$ cat config.mk
export PLATFORM = sky130hd
export DESIGN_NAME = bus_master_if
export DESIGN_NICKNAME = d
export VERILOG_FILES = /design/src/rtl/bus_master_if_pkg.sv /design/src/rtl/bus_timeout_cnt.sv /design/src/rtl/bus_master_if.sv
export SDC_FILE = /design/constraint.sdc
export NUM_CORES = 1
export LEC_CHECK = 0
export ABC_CLOCK_PERIOD_IN_PS = 3200
export CAP_MARGIN = 20
export CORE_ASPECT_RATIO = 0.5
export CORE_UTILIZATION = 46
export DETAILED_ROUTE_END_ITERATION = 7
export PLACE_DENSITY_LB_ADDON = 0.12
export REMOVE_ABC_BUFFERS = 1
export SYNTH_ARGS = -nofsm -noshare
export SYNTH_HDL_FRONTEND = slang
export SYNTH_HIERARCHICAL = 1
export SYNTH_SLANG_ARGS = --single-unit
$ cat constraint.sdc
create_clock -name clk -period 3.2 [get_ports clk]
set_input_delay 0.64 -clock clk [delete_from_list [all_inputs] [get_ports clk]]
set_output_delay 0.64 -clock clk [all_outputs]
set_load 0.005 [all_outputs]
$ cat src/rtl/bus_master_if_pkg.sv
// ============================================================================
// bus_master_if_pkg : shared bus definitions and master-interface state codes
// Rev 1.0
// ============================================================================
`default_nettype none

package bus_master_if_pkg;

    localparam logic ENABLE_  = 1'b0;
    localparam logic DISABLE_ = 1'b1;
    localparam logic READ     = 1'b1;
    localparam logic WRITE    = 1'b0;

    localparam int WORD_ADDR_W    = 30;
    localparam int WORD_DATA_W    = 32;
    localparam int BUS_IF_TIMEOUT = 16;

    typedef enum logic [1:0] {
        BUS_IF_STATE_IDLE   = 2'd0,
        BUS_IF_STATE_REQ    = 2'd1,
        BUS_IF_STATE_ACCESS = 2'd2,
        BUS_IF_STATE_STALL  = 2'd3
    } BusIfStateBus;

endpackage

`default_nettype wire

$ cat src/rtl/bus_timeout_cnt.sv
// ============================================================================
// bus_timeout_cnt : clearable up-counter with terminal-count compare
// Rev 1.0
// ============================================================================
`default_nettype none

module bus_timeout_cnt #(
    parameter int TIMEOUT = 16,
    parameter int CNT_W   = 5
) (
    input  logic clk,
    input  logic rst_n,
    input  logic i_clr,
    input  logic i_en,
    output logic o_tc
);

    localparam logic [CNT_W-1:0] C_TC = CNT_W'(TIMEOUT - 1);

    logic [CNT_W-1:0] r_cnt;

    always_ff @(posedge clk or negedge rst_n) begin
        if (!rst_n) begin
            r_cnt <= '0;
        end else if (i_clr) begin
            r_cnt <= '0;
        end else if (i_en) begin
            r_cnt <= r_cnt + CNT_W'(1);
        end
    end

    assign o_tc = (r_cnt == C_TC);

endmodule

`default_nettype wire

$ cat src/rtl/bus_master_if.sv
// ============================================================================
// bus_master_if : CPU access to shared-bus request/grant/strobe/ready handshake
// Rev 1.0
// ============================================================================
`default_nettype none

module bus_master_if
    import bus_master_if_pkg::*;
#(
    parameter int TIMEOUT = BUS_IF_TIMEOUT,
    parameter int CNT_W   = 5
) (
    input  logic                   clk,
    input  logic                   rst_n,
    input  logic                   i_stall,
    input  logic                   i_flush,
    output logic                   o_busy,
    input  logic [WORD_ADDR_W-1:0] i_addr,
    input  logic                   i_as_,
    input  logic                   i_rw,
    input  logic [WORD_DATA_W-1:0] i_wr_data,
    output logic [WORD_DATA_W-1:0] o_rd_data,
    output logic                   o_bus_err,
    input  logic [WORD_DATA_W-1:0] i_bus_rd_data,
    input  logic                   i_bus_rdy_,
    input  logic                   i_bus_grnt_,
    output logic                   o_bus_req_,
    output logic [WORD_ADDR_W-1:0] o_bus_addr,
    output logic                   o_bus_as_,
    output logic                   o_bus_rw,
    output logic [WORD_DATA_W-1:0] o_bus_wr_data
);

    BusIfStateBus           r_state;
    logic                   r_bus_req_;
    logic                   r_bus_as_;
    logic [WORD_ADDR_W-1:0] r_bus_addr;
    logic                   r_bus_rw;
    logic [WORD_DATA_W-1:0] r_bus_wr_data;
    logic [WORD_DATA_W-1:0] r_rd_buf;
    logic                   r_bus_err;

    BusIfStateBus           w_state_nx;
    logic                   w_bus_req_nx;
    logic                   w_bus_as_nx;
    logic [WORD_ADDR_W-1:0] w_bus_addr_nx;
    logic                   w_bus_rw_nx;
    logic [WORD_DATA_W-1:0] w_bus_wr_data_nx;
    logic [WORD_DATA_W-1:0] w_rd_buf_nx;
    logic                   w_bus_err_nx;
    logic                   w_busy;
    logic [WORD_DATA_W-1:0] w_rd_data;
    logic                   w_cnt_clr;
    logic                   w_cnt_en;
    logic                   w_tc;

    assign w_cnt_en = (r_state == BUS_IF_STATE_ACCESS);

    bus_timeout_cnt #(
        .TIMEOUT (TIMEOUT),
        .CNT_W   (CNT_W)
    ) u_timeout_cnt (
        .clk   (clk),
        .rst_n (rst_n),
        .i_clr (w_cnt_clr),
        .i_en  (w_cnt_en),
        .o_tc  (w_tc)
    );

    always_ff @(posedge clk or negedge rst_n) begin
        if (!rst_n) begin
            r_state       <= BUS_IF_STATE_IDLE;
            r_bus_req_    <= DISABLE_;
            r_bus_as_     <= DISABLE_;
            r_bus_addr    <= '0;
            r_bus_rw      <= READ;
            r_bus_wr_data <= '0;
            r_rd_buf      <= '0;
            r_bus_err     <= 1'b0;
        end else begin
            r_state       <= w_state_nx;
            r_bus_req_    <= w_bus_req_nx;
            r_bus_as_     <= w_bus_as_nx;
            r_bus_addr    <= w_bus_addr_nx;
            r_bus_rw      <= w_bus_rw_nx;
            r_bus_wr_data <= w_bus_wr_data_nx;
            r_rd_buf      <= w_rd_buf_nx;
            r_bus_err     <= w_bus_err_nx;
        end
    end

    always_comb begin
        w_state_nx       = r_state;
        w_bus_req_nx     = r_bus_req_;
        w_bus_as_nx      = r_bus_as_;
        w_bus_addr_nx    = r_bus_addr;
        w_bus_rw_nx      = r_bus_rw;
        w_bus_wr_data_nx = r_bus_wr_data;
        w_rd_buf_nx      = r_rd_buf;
        w_bus_err_nx     = 1'b0;
        w_busy           = 1'b0;
        w_rd_data        = r_rd_buf;
        w_cnt_clr        = 1'b0;

        case (r_state)
            BUS_IF_STATE_IDLE: begin
                if (!i_flush && (i_as_ == ENABLE_)) begin
                    w_bus_addr_nx    = i_addr;
                    w_bus_rw_nx      = i_rw;
                    w_bus_wr_data_nx = i_wr_data;
                    w_bus_req_nx     = ENABLE_;
                    w_busy           = 1'b1;
                    w_state_nx       = BUS_IF_STATE_REQ;
                end
            end
            BUS_IF_STATE_REQ: begin
                w_busy = 1'b1;
                if (i_bus_grnt_ == ENABLE_) begin
                    w_bus_as_nx = ENABLE_;
                    w_cnt_clr   = 1'b1;
                    w_state_nx  = BUS_IF_STATE_ACCESS;
                end
            end
            BUS_IF_STATE_ACCESS: begin
                w_bus_as_nx = DISABLE_;
                w_rd_data   = '0;
                // Ready is checked first so a late ready on the last cycle still completes.
                if ((i_bus_rdy_ == ENABLE_) || w_tc) begin
                    w_bus_req_nx     = DISABLE_;
                    w_bus_addr_nx    = '0;
                    w_bus_rw_nx      = READ;
                    w_bus_wr_data_nx = '0;
                    w_state_nx       = i_stall ? BUS_IF_STATE_STALL : BUS_IF_STATE_IDLE;
                    if (i_bus_rdy_ == ENABLE_) begin
                        w_rd_data = i_bus_rd_data;
                        if (r_bus_rw == READ) begin
                            w_rd_buf_nx = i_bus_rd_data;
                        end
                    end else begin
                        w_rd_buf_nx  = '0;
                        w_bus_err_nx = 1'b1;
                    end
                end else begin
                    w_busy = 1'b1;
                end
            end
            BUS_IF_STATE_STALL: begin
                if (!i_stall) begin
                    w_state_nx = BUS_IF_STATE_IDLE;
                end
            end
            default: begin
                w_state_nx = BUS_IF_STATE_IDLE;
            end
        endcase
    end

    assign o_busy        = w_busy;
    assign o_rd_data     = w_rd_data;
    assign o_bus_err     = r_bus_err;
    assign o_bus_req_    = r_bus_req_;
    assign o_bus_addr    = r_bus_addr;
    assign o_bus_as_     = r_bus_as_;
    assign o_bus_rw      = r_bus_rw;
    assign o_bus_wr_data = r_bus_wr_data;

endmodule

`default_nettype wire
==> results of run 1 <==
[cell usage in the layout, fill, tap and decap left out, types with 2 or more instances in the layout]
master,synthesis,layout
a211oi_1,2,2
buf_12,0,2
o21ai_0,33,33
nand2_1,36,36
a22o_1,62,62
ha_1,2,2
dfrtp_1,102,102
dfstp_2,3,3
nor2_1,7,7
inv_8,0,2
clkbuf_16,0,9
buf_4,3,9
nor3_1,2,2
mux2i_1,33,33
nand2b_1,35,34
clkinv_8,0,2
inv_1,37,37
clkdlybuf4s50_1,0,199
a21oi_4,2,2
[sequential cells by signal, indices dropped and copies added (netlist names)]
signal               flops
o_bus_wr_data           32
r_rd_buf                32
o_bus_addr              30
u_timeout_cnt/r_cnt      5
r_state                  2
o_bus_as_                1
o_bus_err                1
o_bus_req_               1
o_bus_rw                 1
[routing by layer]
| metal | part of all wire | routed length (µm) | vias up |
|---|---|---|---|
| met4 | 0.012 | 133 | 0 |
| met1 | 0.43 | 4763 | 1784 |
| li1 | - | - | 1752 |
| met5 | 0 | 0 | - |
| met2 | 0.48 | 5348 | 114 |
| met3 | 0.075 | 831 | 12 |
[cell usage after synthesis (2+ instances only)]
master,instances,area share
clkbuf_1,6,0.0049
o21ai_0,33,0.036
buf_2,11,0.012
a211oi_1,2,0.0033
a22o_1,62,0.12
buf_6,8,0.020
a21oi_4,2,0.0071
nand2b_1,35,0.048
nor2_1,7,0.0057
nand2_1,36,0.029
buf_4,3,0.0049
ha_1,2,0.0054
dfstp_2,3,0.017
dfrtp_1,102,0.55
mux2i_1,33,0.072
nor3_1,2,0.0022
inv_1,37,0.030
[path summary, 6_finish.rpt]
path	end	depth (start not counted)	slack (ns)
min in group clk	o_bus_as_	2	0.47
max in group asynchronous	o_bus_wr_data[0]	2	2.09
min reg2reg	o_bus_as_	2	0.47
max reg2reg	o_bus_addr[25]	6	0.88
max	o_rd_data[1]	4	0.23
min	o_bus_wr_data[19]	1	0.32
[logic make-up after synthesis]
logic type      Yosys count
compound gates          105
flops                   105
buf+inv                  66
mux                      34
simple gates             87
fa+ha+maj                 2
xor+xnor                  1
[power groups by stage]
stage | clock [mW] | combinational [mW] | sequential (mW)
floorplan | 0 | 1.09 | 2.32
global placement | 0 | 2.79 | 2.32
detailed placement | 0 | 2.85 | 2.33
CTS | 1.14 | 2.85 | 2.33
global route | 1.18 | 3.07 | 2.41
finish | 1.11 | 2.81 | 2.33
[metrics by stage]
step	power (mW)	setup TNS, ns
6_report	6.250	0
5_1_grt	6.664	0
4_1_cts	6.324	0
3_5_place_dp	5.177	0
3_3_place_gp	5.116	0
2_1_floorplan	3.415	-4.862
[layout make-up]
cell class | instances | share of cell area
inverter | 38 | 0.02074
timing repair buffer | 210 | 0.3001
sequential | 105 | 0.3761
clock inverter | 6 | 0.01019
multi-input combinational | 229 | 0.2346
clock buffer | 10 | 0.03416
tap | 135 | 0.02414
==> impl_metrics.csv, run 1 <==
group,metric,value,unit
layout,area_delta_synth_final,51.92,%
placement,place_ws,0.3573,ns
die,dieArea,0.01044,mm²
clock_tree,cts_sinks,105,
die,die_y,72.76,µm
yosys,async_reset_ff_frac,1.000,
worst_setup_path,crit_buf_inv,2,
clock_tree,insertion_delay,0.35,ns
timing,max-slew-margin-rel,0.5541,
yosys,synthCells,400,
die,start_util,0.4812,
timing,skew,0.007462,ns
grt,track_usage,0.2217,
timing,period_minus_slack,2.968,ns
layout,nFillCells,715,
clock_tree,post_cts_buffers,0,
pwr,p_comb_frac,0.450,
yosys,yosys.area_share.simple,0.09997,
placement,gp_congestion,0.7337,
yosys,synthAdderAreaFrac,0.005433,
worst_setup_path,crit_fanout,39,
layout,ff_latch_area,0.002631,mm²
die,num_rows,25,
grt,met2_usage,0.3630,
worst_setup_path,cp_slowest_cell,"clkdlybuf4s50_1",
layout,antennaDiodeCount,0,
yosys,synth_compound_area_frac,0.1736,
clock_tree,cts_root_buf,"clkbuf_16",
status,status,"complete, no violations",
yosys,synth_top_family_by_area,"compound AO/OA/AOI/OAI gates",
routing,post_drt_wl_per_cell,15.11,µm
layout,stdcell_count,733,
yosys,synth-seq-area-share,0.5713,
die,ioPinCount,201,
grt,gr-usage-met3,0.07218,
hold_path,hp-class,"primary input to asynchronous set/reset pin",
clock_tree,cts_htree_levels,3,
pwr,internal_power,4.299,mW
worst_setup_path,crit_path_end_kind,"primary output",
yosys,yosysWarnings,6,
timing,fin_crit_sh,0.9274,
pwr,switchingPower,1.951,mW
yosys,synth_ff_type,"dfrtp_1",
grt,antenna_found_initial,0,
worst_setup_path,crit_type,"flop to primary output",
routing,drt_iter0_drc,141,
timing,worst_pin_slew,0.6688,ns
routing,ant_nets,0,
grt,grt_max_degree,53,
worst_setup_path,crit_arrival,2.33,ns
yosys,synth_edf_count,0,
timing,worst_slack,0.2322,ns
timing,whs,0.3244,ns
pwr,seq_power_share,0.373,
worst_setup_path,cp_data_required_time,2.56,ns
routing,dr.pass1.iters,4,
grt,grt_first_pass_wirelength,17.73,mm
worst_setup_path,crit_path_start,"r_state[0]",
yosys,muxShareOfSynthArea,0.07498,
pwr,vdd_ir_drop_max,0.0004844,V
layout,final_area,0.006997,mm²
layout,final_util,0.7310,
clock_tree,cts_tree,"yes",
worst_setup_path,critPathLaunchType,"flop",
routing,routed_via_density,4.996,
yosys,synth_area_per_cell,11.51,µm²
pwr,power.density,893.3,mW/mm²
grt,use_met1,0.2825,
layout,drive_gt1_frac,0.06522,
pwr,swShare,0.3122,
yosys,syn_area,0.004606,mm²
routing,num_vias,3662,
run,max_cap_viol_count,0,
worst_setup_path,max_stage_delay,0.53,ns
yosys,synth_seq_cells,105,
pwr,pwr-share-clk,0.177,
timing,slew_viol_final,0,
grt,gr-total-overflow,0,
pwr,p_leak,3.116,nW
layout,layout.nets,697,
die,die_x,143.5,µm
timing,fmax,0.3370,GHz
placement,hpwl,7.694,mm
placement,io_buffers,200,
grt,grt_pass1_vias,3525,
timing,rsz0062_at_grt,"no",
layout,multi_input_area,0.001642,mm²
worst_setup_path,crit_chain,"nand2b_2 > buf_12 > o21ai_0 > clkdlybuf4s50_1",
worst_setup_path,cpLargestDelayFamily,"buffers and inverters",
grt,busiest_layer,"met2",
clock_tree,cts_hold_buf,0,
clock_tree,clkSlewWorstSetupHoldPaths,0.08,ns
yosys,synth_xor_area_frac,0.001902,
die,coreArea,0.009572,mm²
routing,drt-total-wl,11.08,mm
routing,drc,0,
placement,placed_area,0.006686,mm²
timing,hold_viol_final,0,
placement,placed_cells,717,
clock_tree,cts_made_buffers,9,
timing,setup_viol,0,
clock_tree,cts_resized,0,
worst_setup_path,reg2reg_from,"r_state[0]",
yosys,synth.distinct_cells,33,
clock_tree,clk_path_buf_depth,2,
Power figures use the tool's default switching activity.
==> run 2, diff against run 1 <==
- CTS_CLUSTER_SIZE: not set -> 25
==> results of run 2 <==
The final DEF is identical to that of run 1; final timing and power are the same.
